==> src/rtl/yport_pkg.sv <==
// Shared definitions for the Y-port receiver: FSM encoding, widths and the
// saturating counter helper.
package yport_pkg;
    localparam int YDATA_W = 32;
    localparam int CNT_W   = 16;
    localparam int ENTRY_W = YDATA_W + 1;

    typedef enum logic [1:0] {
        IDLE    = 2'd0,
        ACK     = 2'd1,
        RECOVER = 2'd2
    } yport_state_e;

    function automatic logic [CNT_W-1:0] sat_inc(input logic [CNT_W-1:0] v, input logic en);
        return (en && (v != '1)) ? v + 1'b1 : v;
    endfunction
endpackage

==> src/rtl/yport_if.sv <==
// Y-port handshake plus the downstream valid/ready stream, bundled as one link.
interface yport_if;
    import yport_pkg::*;

    logic               YREQ;
    logic [YDATA_W-1:0] YDATA;
    logic               YPARITY;
    logic               YACK;
    logic [YDATA_W-1:0] DDATA;
    logic               DERR;
    logic               DVALID;
    logic               DREADY;

    modport master (output YREQ, YDATA, YPARITY, DREADY,
                    input  YACK, DDATA, DERR, DVALID);
    modport slave  (input  YREQ, YDATA, YPARITY, DREADY,
                    output YACK, DDATA, DERR, DVALID);
endinterface

==> src/rtl/yport_fifo.sv <==
// First-word-fall-through FIFO holding {parity_err, data} entries; full/empty
// are derived from the occupancy counter so pointers may wrap freely.
module yport_fifo
    import yport_pkg::*;
#(
    parameter int AWIDTH = 4
) (
    input  logic               clk_i,
    input  logic               rst_i,
    input  logic               push_i,
    input  logic [ENTRY_W-1:0] wdata_i,
    input  logic               pop_i,
    output logic [ENTRY_W-1:0] rdata_o,
    output logic [AWIDTH:0]    level_o,
    output logic               full_o,
    output logic               empty_o
);
    localparam int               DEPTH   = 2 ** AWIDTH;
    localparam logic [AWIDTH:0]  DEPTH_L = {1'b1, {AWIDTH{1'b0}}};

    logic [ENTRY_W-1:0] mem_q [DEPTH];
    logic [AWIDTH-1:0]  wr_ptr_q, rd_ptr_q;
    logic [AWIDTH:0]    level_q, level_d;
    logic               do_push, do_pop;

    assign empty_o = (level_q == '0);
    assign full_o  = (level_q == DEPTH_L);
    assign do_pop  = pop_i && !empty_o;
    assign do_push = push_i && (!full_o || do_pop);
    assign level_o = level_q;
    // Head reads as zero when empty so the stream outputs are clean after reset.
    assign rdata_o = empty_o ? '0 : mem_q[rd_ptr_q];

    always_comb begin
        level_d = level_q;
        if (do_push && !do_pop) begin
            level_d = level_q + 1'b1;
        end else if (do_pop && !do_push) begin
            level_d = level_q - 1'b1;
        end
    end

    always_ff @(posedge clk_i or posedge rst_i) begin
        if (rst_i) begin
            wr_ptr_q <= '0;
            rd_ptr_q <= '0;
            level_q  <= '0;
        end else begin
            if (do_push) wr_ptr_q <= wr_ptr_q + 1'b1;
            if (do_pop)  rd_ptr_q <= rd_ptr_q + 1'b1;
            level_q <= level_d;
        end
    end

    always_ff @(posedge clk_i) begin
        if (do_push) mem_q[wr_ptr_q] <= wdata_i;
    end
endmodule

==> src/rtl/yport_receiver.sv <==
// Y-port consumer: YREQ/YACK handshake FSM, word capture into the local FIFO,
// and saturating statistics counters.
module yport_receiver
    import yport_pkg::*;
#(
    parameter int AWIDTH   = 4,
    parameter bit DROP_BAD = 1'b0
) (
    input  logic             HCLK,
    input  logic             HRESET,
    yport_if.slave           yp,
    output logic [CNT_W-1:0] STAT_WORDS,
    output logic [CNT_W-1:0] STAT_PERR,
    output logic [AWIDTH:0]  FIFO_LEVEL
);
    yport_state_e       state_q;
    logic               yack_q;
    logic [CNT_W-1:0]   stat_words_q, stat_words_d;
    logic [CNT_W-1:0]   stat_perr_q, stat_perr_d;
    logic               in_ack, push;
    logic               fifo_full, fifo_empty;
    logic [ENTRY_W-1:0] head;

    assign in_ack       = (state_q == ACK);
    assign push         = in_ack && !(DROP_BAD && yp.YPARITY);
    assign stat_words_d = sat_inc(stat_words_q, in_ack);
    assign stat_perr_d  = sat_inc(stat_perr_q, in_ack && yp.YPARITY);

    // IDLE only commits to an ack when a slot is free, so the ACK-cycle push cannot overflow.
    always_ff @(posedge HCLK or posedge HRESET) begin
        if (HRESET) begin
            state_q      <= IDLE;
            yack_q       <= 1'b0;
            stat_words_q <= '0;
            stat_perr_q  <= '0;
        end else begin
            stat_words_q <= stat_words_d;
            stat_perr_q  <= stat_perr_d;
            case (state_q)
                IDLE: begin
                    if (yp.YREQ && !fifo_full) begin
                        state_q <= ACK;
                        yack_q  <= 1'b1;
                    end
                end
                ACK: begin
                    state_q <= RECOVER;
                    yack_q  <= 1'b0;
                end
                RECOVER: state_q <= IDLE;
                default: begin
                    state_q <= IDLE;
                    yack_q  <= 1'b0;
                end
            endcase
        end
    end

    yport_fifo #(.AWIDTH(AWIDTH)) u_fifo (
        .clk_i   (HCLK),
        .rst_i   (HRESET),
        .push_i  (push),
        .wdata_i ({yp.YPARITY, yp.YDATA}),
        .pop_i   (yp.DREADY),
        .rdata_o (head),
        .level_o (FIFO_LEVEL),
        .full_o  (fifo_full),
        .empty_o (fifo_empty)
    );

    assign yp.YACK    = yack_q;
    assign yp.DVALID  = !fifo_empty;
    assign yp.DDATA   = head[YDATA_W-1:0];
    assign yp.DERR    = head[YDATA_W];
    assign STAT_WORDS = stat_words_q;
    assign STAT_PERR  = stat_perr_q;
endmodule
==> src/flat_wrapper.sv <==
// flat-port wrapper written by rule: the top's interface ports become plain ports
module yport_receiver_flat import yport_pkg::*;
#(
    parameter int AWIDTH   = 4,
    parameter bit DROP_BAD = 1'b0
)
  (HCLK, HRESET, STAT_WORDS, STAT_PERR, FIFO_LEVEL, yp_YREQ, yp_YDATA, yp_YPARITY, yp_DREADY, yp_YACK, yp_DDATA, yp_DERR, yp_DVALID);
  yport_if yp_i ();
  input  logic HCLK;
  input  logic HRESET;
  output logic [CNT_W-1:0] STAT_WORDS;
  output logic [CNT_W-1:0] STAT_PERR;
  output logic [AWIDTH:0] FIFO_LEVEL;
  input wire logic [$bits(yp_i.YREQ)-1:0] yp_YREQ;
  input wire logic [$bits(yp_i.YDATA)-1:0] yp_YDATA;
  input wire logic [$bits(yp_i.YPARITY)-1:0] yp_YPARITY;
  input wire logic [$bits(yp_i.DREADY)-1:0] yp_DREADY;
  output wire logic [$bits(yp_i.YACK)-1:0] yp_YACK;
  output wire logic [$bits(yp_i.DDATA)-1:0] yp_DDATA;
  output wire logic [$bits(yp_i.DERR)-1:0] yp_DERR;
  output wire logic [$bits(yp_i.DVALID)-1:0] yp_DVALID;
  assign yp_i.YREQ = yp_YREQ;
  assign yp_i.YDATA = yp_YDATA;
  assign yp_i.YPARITY = yp_YPARITY;
  assign yp_i.DREADY = yp_DREADY;
  assign yp_YACK = yp_i.YACK;
  assign yp_DDATA = yp_i.DDATA;
  assign yp_DERR = yp_i.DERR;
  assign yp_DVALID = yp_i.DVALID;
  yport_receiver #(.AWIDTH(AWIDTH), .DROP_BAD(DROP_BAD)) u_core (.HCLK(HCLK), .HRESET(HRESET), .yp(yp_i), .STAT_WORDS(STAT_WORDS), .STAT_PERR(STAT_PERR), .FIFO_LEVEL(FIFO_LEVEL));
endmodule
==> config.mk <==
export PLATFORM = sky130hd
export DESIGN_NAME = yport_receiver_flat
export DESIGN_NICKNAME = d
export VERILOG_FILES = /design/src/rtl/yport_pkg.sv /design/src/rtl/yport_if.sv /design/src/rtl/yport_fifo.sv /design/src/rtl/yport_receiver.sv /design/src/flat_wrapper.sv
export SDC_FILE = /design/constraint.sdc
export NUM_CORES = 1
export LEC_CHECK = 0
export ABC_CLOCK_PERIOD_IN_PS = 5500
export CELL_PAD_IN_SITES_DETAIL_PLACEMENT = 2
export CELL_PAD_IN_SITES_GLOBAL_PLACEMENT = 2
export CORE_MARGIN = 5
export CORE_UTILIZATION = 35
export CTS_CLUSTER_DIAMETER = 50
export DETAILED_ROUTE_END_ITERATION = 8
export GPL_TIMING_DRIVEN = 0
export PLACE_DENSITY = 0.57
export SETUP_SLACK_MARGIN = 0.4
export SLEW_MARGIN = 20
export SYNTH_ARGS = -nofsm -noshare
export SYNTH_HDL_FRONTEND = slang
export SYNTH_SLANG_ARGS = --single-unit
==> constraint.sdc <==
create_clock -name HCLK -period 5.5 [get_ports HCLK]
set_input_delay 1.1 -clock HCLK [delete_from_list [all_inputs] [get_ports HCLK]]
set_output_delay 1.1 -clock HCLK [all_outputs]
set_load 0.1 [all_outputs]
---- Word-level counts from Yosys, hierarchy flattened ----
Memories as Yosys holds them, arrays and structs flattened.
Cells that the tools add are included.
operators by class
  add/sub/neg operators ................... 6
  equal/unequal tests ..................... 6
  muxes and demuxes ....................... 9
  bitwise operators ....................... 1
  reduce and logical (&&, ||, !) cells .... 17
operators with widths
  kind                                                    count
  2-to-1 mux 33 bit                                       1
  adder 16 x 1 -> 16 bit (second input constant)          2
  inequality test 16 bit (second input constant)          2
  2-to-1 mux 5 bit                                        2
  adder 4 x 1 -> 4 bit (second input constant)            2
  logical AND 1 bit                                       8
  adder 5 x 1 -> 5 bit (second input constant)            1
  == test 5 bit (second input constant)                   1
  zero test 5 bit                                         1
  subtractor 5 x 1 -> 5 bit (second input constant)       1
  zero test 1 bit                                         4
  one-hot mux 2 bit (2 select lines)                      1
  2-to-1 mux 1 bit                                        3
  == test 2 x 1 -> 1 bit (second input constant)          1
  == test 2 bit (second input constant)                   1
  zero test 2 bit                                         1
  2-to-1 mux 2 bit                                        1
  inequality test 2 x 1 -> 1 bit (second input constant)  1
  one-hot mux 1 bit (2 select lines)                      1
  AND reduction 2 bit                                     1
  nonzero test 2 bit                                      1
  logical OR 1 bit                                        1
  NOT 1 bit                                               1
word-level totals
  register bits ........................... 48
  bits in writable memories ............... 528
  input bits .............................. 37
  output and inout port bits .............. 72
  word-level logic and storage cells ...... 47
  memories kept ........................... 1
memories
  memory               depth  width  rd ports  clocked after memory_dff  wr ports  line              text
  u_core.u_fifo.mem_q  16     33     1         0                         1         yport_fifo.sv:21  logic [ENTRY_W-1:0] mem_q [DEPTH];

---- Depth between registers and ports, before layout ----
  depth in word-level cells ............... 9
  depth in mapped cells ................... 11
  gate-level depth less buffers ........... 10

---- Cells and area by module ----
From an unflattened synthesis, not the netlist that was laid out.
unflattened totals
  cells, all modules ...................... 1058
  area, all modules ....................... 22601.7 um^2
by module, submodules not included
  module          instances  cells each  area an instance (um^2)  seq. area each (um^2)
  yport_fifo      1          903         20910.1                  16180.5
  yport_receiver  1          155         1691.6                   875.8

---- Worst setup path after synthesis ----
Ideal clock, no wire load.
  path type ............................... reg2out
  start ................................... register u_core.u_fifo.level_q[0] (netlist: u_core.u_fifo.level_o[0])
  end ..................................... output yp_DDATA[0]
  data arrival time ....................... 4264 ps
  required time ........................... 4400 ps
  path slack .............................. 136 ps
  cell stages (with the launch flop) ...... 7
  buffers on the path ..................... 2
  cell sequence ........................... dfrtp_1 > nor4_2 > nand2b_1 > clkbuf_1 > nand2_1 > buf_1 > o22ai_1
between the ends
  longest elaborated chain between the ends .. 2
ends and longest elaborated chain
  element                 line                text
  from (decl)             yport_fifo.sv:23    logic [AWIDTH:0] level_q, level_d;
  from (signal assigned)  yport_fifo.sv:51    level_q <= level_d;
  zero test 5 bit         yport_fifo.sv:26    assign empty_o = (level_q == '0);
  2-to-1 mux 33 bit       yport_fifo.sv:32    assign rdata_o = empty_o ? '0 : mem_q[rd_ptr_q];
  to (decl)               flat_wrapper.sv:19  output wire logic [$bits(yp_i.DDATA)-1:0] yp_DDATA;
Every way passes these cells.

---- Final worst setup path ----
  start ................................... register u_core.u_fifo.level_q[0] (netlist: u_core.u_fifo.level_o[0])
  end ..................................... output yp_DDATA[29]
The elaborated chain is that of the path after synthesis.

==> impl_results.html <==
<table>
<tr><th>Metric</th><th>Value</th></tr>
<tr><th colspan="2">Run status</th></tr>
<tr><td>Status</td><td>finished, final reports clean</td></tr>
<tr><th colspan="2">Worst setup path</th></tr>
<tr><td>Required @ worst endpoint</td><td>4400 ps</td></tr>
<tr><td>Arrival time at the worst endpoint</td><td>3860 ps</td></tr>
<tr><td>Depth of the worst register-to-register path</td><td>11</td></tr>
<tr><td>Crit-path max cell delay</td><td>660 ps</td></tr>
<tr><td>Critical Path, Cell by Cell</td><td>nor4_2 &gt; nand2b_1 &gt; clkbuf_1 &gt; nand2_1 &gt; clkdlybuf4s15_1 &gt; o22ai_1 &gt; clkbuf_2</td></tr>
<tr><td>Startpoint-to-endpoint class of the critical path</td><td>flop to output port</td></tr>
<tr><td>Category of the worst setup path capture point</td><td>output port</td></tr>
<tr><td>Highest-delay cell along the critical path</td><td>sky130_fd_sc_hd__clkdlybuf4s15_1</td></tr>
<tr><td>Instance count on the critical path</td><td>7</td></tr>
<tr><td>Number of buffer and inverter instances along the worst setup path</td><td>3</td></tr>
<tr><td>Crit-path leading delay family</td><td>buffers and inverters</td></tr>
<tr><td>Startpoint type of the worst setup path</td><td>flop</td></tr>
<tr><td>Maximum fanout count along the critical path</td><td>10</td></tr>
<tr><th colspan="2">Global route</th></tr>
<tr><td>Number of global-route vias before repair</td><td>12,700</td></tr>
<tr><td>Global-route wire length before repair</td><td>87,600 um</td></tr>
<tr><td>Most utilized layer in the global route result</td><td>met2</td></tr>
<tr><td>Largest net degree at the start of global routing</td><td>49</td></tr>
<tr><td>GRT met1 Usage</td><td>0.229</td></tr>
<tr><td>Grt met2 use</td><td>0.283</td></tr>
<tr><td>Number of antenna violations at the first check in global routing</td><td>3</td></tr>
<tr><td>Met3 Use GR</td><td>0.0350</td></tr>
<tr><td>GR Util All Layers</td><td>0.169</td></tr>
<tr><td>Residual overflow from global routing</td><td>0</td></tr>
<tr><th colspan="2">Timing</th></tr>
<tr><td>Final count of pins violating max slew</td><td>0</td></tr>
<tr><td>Tightest slew margin relative to the limit</td><td>0.235</td></tr>
<tr><td>Hold Violations, Final</td><td>0</td></tr>
<tr><td>Post-route fraction of the period consumed by the critical path</td><td>0.902</td></tr>
<tr><td>Worst Slack Setup Final</td><td>541 ps</td></tr>
<tr><td>Accumulated negative setup slack</td><td>0 ps</td></tr>
<tr><td>Worst Skew</td><td>21.4 ps</td></tr>
<tr><td>Worst-Margin Slew</td><td>1150 ps</td></tr>
<tr><td>Worst hold margin</td><td>490 ps</td></tr>
<tr><td>Setup Viol. Count Final</td><td>0</td></tr>
<tr><td>Min Tclk post-route</td><td>4960 ps</td></tr>
<tr><td>RSZ-0062 raised after global routing</td><td>yes</td></tr>
<tr><td>Highest achievable clock rate</td><td>202 MHz</td></tr>
<tr><th colspan="2">Clock tree</th></tr>
<tr><td>Clock Root Buffer</td><td>sky130_fd_sc_hd__clkbuf_16</td></tr>
<tr><td>Clock buffer count from CTS</td><td>73</td></tr>
<tr><td>Insertion delay of the later-clocked pin in the worst-skew pair</td><td>600 ps</td></tr>
<tr><td>Total number of H-tree levels</td><td>3</td></tr>
<tr><td>Longest Clk Path Bufs</td><td>3</td></tr>
<tr><td>Clock slew at the register clock pins of the worst setup and hold paths</td><td>50 ps</td></tr>
<tr><td>Sink count of the clock tree</td><td>576</td></tr>
<tr><td>TritonCTS clock tree</td><td>yes</td></tr>
<tr><th colspan="2">Die</th></tr>
<tr><td>Die area</td><td>69,200 um^2</td></tr>
<tr><td>X dimension of the die</td><td>263 um</td></tr>
<tr><td>Top-level I/O count</td><td>109</td></tr>
<tr><td>Die Ht</td><td>263 um</td></tr>
<tr><td>Core Area</td><td>63,200 um^2</td></tr>
<tr><td>Effective utilization at floorplan</td><td>0.354</td></tr>
<tr><td>FP Rows</td><td>92</td></tr>
<tr><th colspan="2">Pwr</th></tr>
<tr><td>Pwr dens</td><td>592 nW/um^2</td></tr>
<tr><td>Largest vdd supply drop</td><td>0.415 mV</td></tr>
<tr><td>Static Leak</td><td>9.25 nW</td></tr>
<tr><td>Total power after layout</td><td>0.0164 W</td></tr>
<tr><th colspan="2">Routing</th></tr>
<tr><td>Routed wire length per instance</td><td>27.0 um</td></tr>
<tr><td>Number of DRC violations after detailed-routing iteration 0</td><td>1,038</td></tr>
<tr><td>TritonRoute pass-1 iters</td><td>5</td></tr>
<tr><td>DRC violations left</td><td>0</td></tr>
<tr><td>Count of vias placed by the detailed router</td><td>11,200</td></tr>
<tr><td>Total routed wirelength</td><td>58,600 um</td></tr>
<tr><td>Post-route ant nets</td><td>0</td></tr>
<tr><td>Routed via count divided by cell count</td><td>5.16</td></tr>
<tr><th colspan="2">Hold path</th></tr>
<tr><td>Worst min-delay path category</td><td>flop to flop</td></tr>
<tr><td>Min-Delay Path Depth</td><td>1</td></tr>
<tr><th colspan="2">Place</th></tr>
<tr><td>Total half-perimeter wirelength after legalization and detailed placement</td><td>38,800 um</td></tr>
<tr><td>Pre-CTS setup slack</td><td>536 ps</td></tr>
<tr><td>Final weighted congestion in routability-driven placement</td><td>0.675</td></tr>
<tr><td>Count of buffers from port buffering</td><td>108</td></tr>
<tr><th colspan="2">Logic synthesis</th></tr>
<tr><td>Number of synthesized register bits</td><td>576</td></tr>
<tr><td>Share of the synthesized area in the top cell type</td><td>0.708</td></tr>
<tr><td>Post-synthesis average cell area</td><td>21.6 um^2</td></tr>
<tr><td>Top cells by area, synth</td><td>sky130_fd_sc_hd__edfxtp_1 71%, sky130_fd_sc_hd__mux4_2 13%, sky130_fd_sc_hd__dfrtp_1 5.4%</td></tr>
<tr><td>Post-synthesis sequential area ratio</td><td>0.761</td></tr>
<tr><td>Total of warnings raised by yosys</td><td>0</td></tr>
<tr><td>Dominant cell type by area after synthesis</td><td>sky130_fd_sc_hd__edfxtp_1</td></tr>
<tr><td>Netlist area before placement</td><td>22,400 um^2</td></tr>
<tr><td>Net Count, Synth</td><td>1,086</td></tr>
<tr><td>Library cells used by synthesis</td><td>44</td></tr>
<tr><td>Post-Syn Instances</td><td>1,037</td></tr>
<tr><th colspan="2">Cells and area</th></tr>
<tr><td>Multi-input logic area</td><td>5200 um^2</td></tr>
<tr><td># diodes</td><td>0</td></tr>
<tr><td>Sequential cell area</td><td>17,100 um^2</td></tr>
<tr><td>Net count of the finished layout</td><td>1,313</td></tr>
<tr><td>Count of fill cells added during filler insertion</td><td>5,766</td></tr>
<tr><td>Area Overhead vs Synth</td><td>23.7%</td></tr>
<tr><td>Share of final-layout standard cells stronger than drive strength 1</td><td>0.262</td></tr>
<tr><td>Core Util, Final</td><td>0.439</td></tr>
<tr><th colspan="2">Job</th></tr>
<tr><td>Max Cap Viol</td><td>0</td></tr>
</table>
==> per-layer routing <==
metal  share of wire  up-vias
li1                -     4795
met1            0.44     6056
met2            0.50      249
met3           0.043       90
met4           0.020        6
met5         0.00058        -
==> worst register-to-register path, cell delays in order (launching register included) <==
cell                       delay [ps]
sky130_fd_sc_hd__dfrtp_1          470
sky130_fd_sc_hd__nor4_2           450
sky130_fd_sc_hd__nand2b_1          90
sky130_fd_sc_hd__clkbuf_1         220
sky130_fd_sc_hd__nand2_1          190
sky130_fd_sc_hd__ha_1             200
sky130_fd_sc_hd__inv_1            120
sky130_fd_sc_hd__fa_1             430
sky130_fd_sc_hd__a21o_1           180
sky130_fd_sc_hd__a21oi_1          190
sky130_fd_sc_hd__mux2i_1          280
sky130_fd_sc_hd__xnor2_1          150
==> area by class of cell <==
class / instances / area share
plain buffers: 48 / 0.00826
clock buffers: 94 / 0.0734
clock inverters: 39 / 0.0124
inverters: 9 / 0.00131
multi-input cells: 404 / 0.188
flip-flops and latches: 576 / 0.615
well taps: 846 / 0.0382
repair buffers: 152 / 0.0635
==> sequential cells by signal, indices dropped and copies added (netlist names) <==
| name | count |
|---|---|
| u_core.u_fifo.wr_ptr_q | 4 |
| u_core.STAT_WORDS | 16 |
| u_core.STAT_PERR | 16 |
| u_core.u_fifo.level_o | 5 |
| u_core.u_fifo.rd_ptr_q | 4 |
| u_core.u_fifo.mem_q | 528 |
| u_core.yp.YACK | 1 |
| u_core.state_q | 2 |
==> Yosys cell counts (all sizes together) <==
master     n
a21o       3
a21oi      3
a31oi      1
and2       1
and3       3
and4       1
buf       37
clkbuf    11
dfrtp     48
edfxtp   528
fa         1
ha        11
inv        9
mux2       4
mux2i     65
mux4     133
nand2     18
nand2b     5
nand3     14
nand3b     1
nand4     10
nor2      22
nor3      14
nor3b      2
nor4       8
nor4b      3
o2111ai    1
o21a       2
o21ai      3
o22ai     32
o41ai      1
or2        3
or4        1
xnor2     14
xor2      24
==> where the power goes <==
part / total (W) / internal, W / leakage (nW) / switching [W]
sequential: 0.00527 / 0.00510 / 5.38 / 0.000166
combinational: 0.00644 / 0.00194 / 2.73 / 0.00450
clock: 0.00469 / 0.00282 / 1.15 / 0.00187
total: 0.0164 / 0.00986 / 9.25 / 0.00654
==> repair_timing <==
action / 4_1_cts / 5_1_grt
pin swaps: 0 / 0
endpoints found under the setup margin: 33 / 12
setup buffers: 0 / 0
hold buffers: 0 / 0
resized for setup: 53 / 7
==> cell usage in the layout, fill, tap and decap left out, types with 11 or more instances in the layout <==
cell and n:
sky130_fd_sc_hd__dfrtp_1 48, sky130_fd_sc_hd__o22ai_1 32, sky130_fd_sc_hd__mux4_2 133, sky130_fd_sc_hd__clkdlybuf4s50_1 76, sky130_fd_sc_hd__buf_4 23, sky130_fd_sc_hd__xor2_1 24, sky130_fd_sc_hd__buf_1 18, sky130_fd_sc_hd__mux2i_1 65
sky130_fd_sc_hd__buf_12 11, sky130_fd_sc_hd__ha_1 11, sky130_fd_sc_hd__dlygate4sd2_1 20, sky130_fd_sc_hd__buf_2 13, sky130_fd_sc_hd__nor2_4 12, sky130_fd_sc_hd__xnor2_1 14, sky130_fd_sc_hd__edfxtp_1 528, sky130_fd_sc_hd__nand3_1 13
sky130_fd_sc_hd__clkbuf_16 79, sky130_fd_sc_hd__buf_16 11, sky130_fd_sc_hd__clkinv_1 12, sky130_fd_sc_hd__clkbuf_1 22, sky130_fd_sc_hd__nand2_1 18
==> cells by family after synthesis <==
kind of cell             share of synthesized area
buffers and inverters                       0.0113
flip-flops                                   0.761
adder cells (fa/ha/maj)                    0.00704
XOR/XNOR                                    0.0149
multiplexers                                 0.165
AND/OR/NAND/NOR                             0.0264
AO/OA/AOI/OAI                               0.0141
==> metrics by stage <==
stage / std cells / area, um^2
2_1_floorplan: 1037 / 22400
3_3_place_gp: 1991 / 24500
3_5_place_dp: 2035 / 25400
4_1_cts: 2168 / 27700
5_1_grt: 2168 / 27700
6_report: 2168 / 27700
==> worst paths after layout <==
| check | start | endpoint | slack, ps |
|---|---|---|---|
| max in group asynchronous | HRESET | u_core.STAT_WORDS[0] | 4070 |
| min in group asynchronous | HRESET | u_core.STAT_PERR[0] | 980 |
| worst max register to register | u_core.u_fifo.level_o[0] | u_core.u_fifo.level_o[4] | 2440 |
| worst min register to register | u_core.STAT_PERR[15] | u_core.STAT_PERR[15] | 490 |
| worst max-delay path | u_core.u_fifo.level_o[0] | yp_DDATA[29] | 540 |
| worst min-delay path | u_core.STAT_PERR[15] | u_core.STAT_PERR[15] | 490 |
Power figures use the tool's default switching activity.
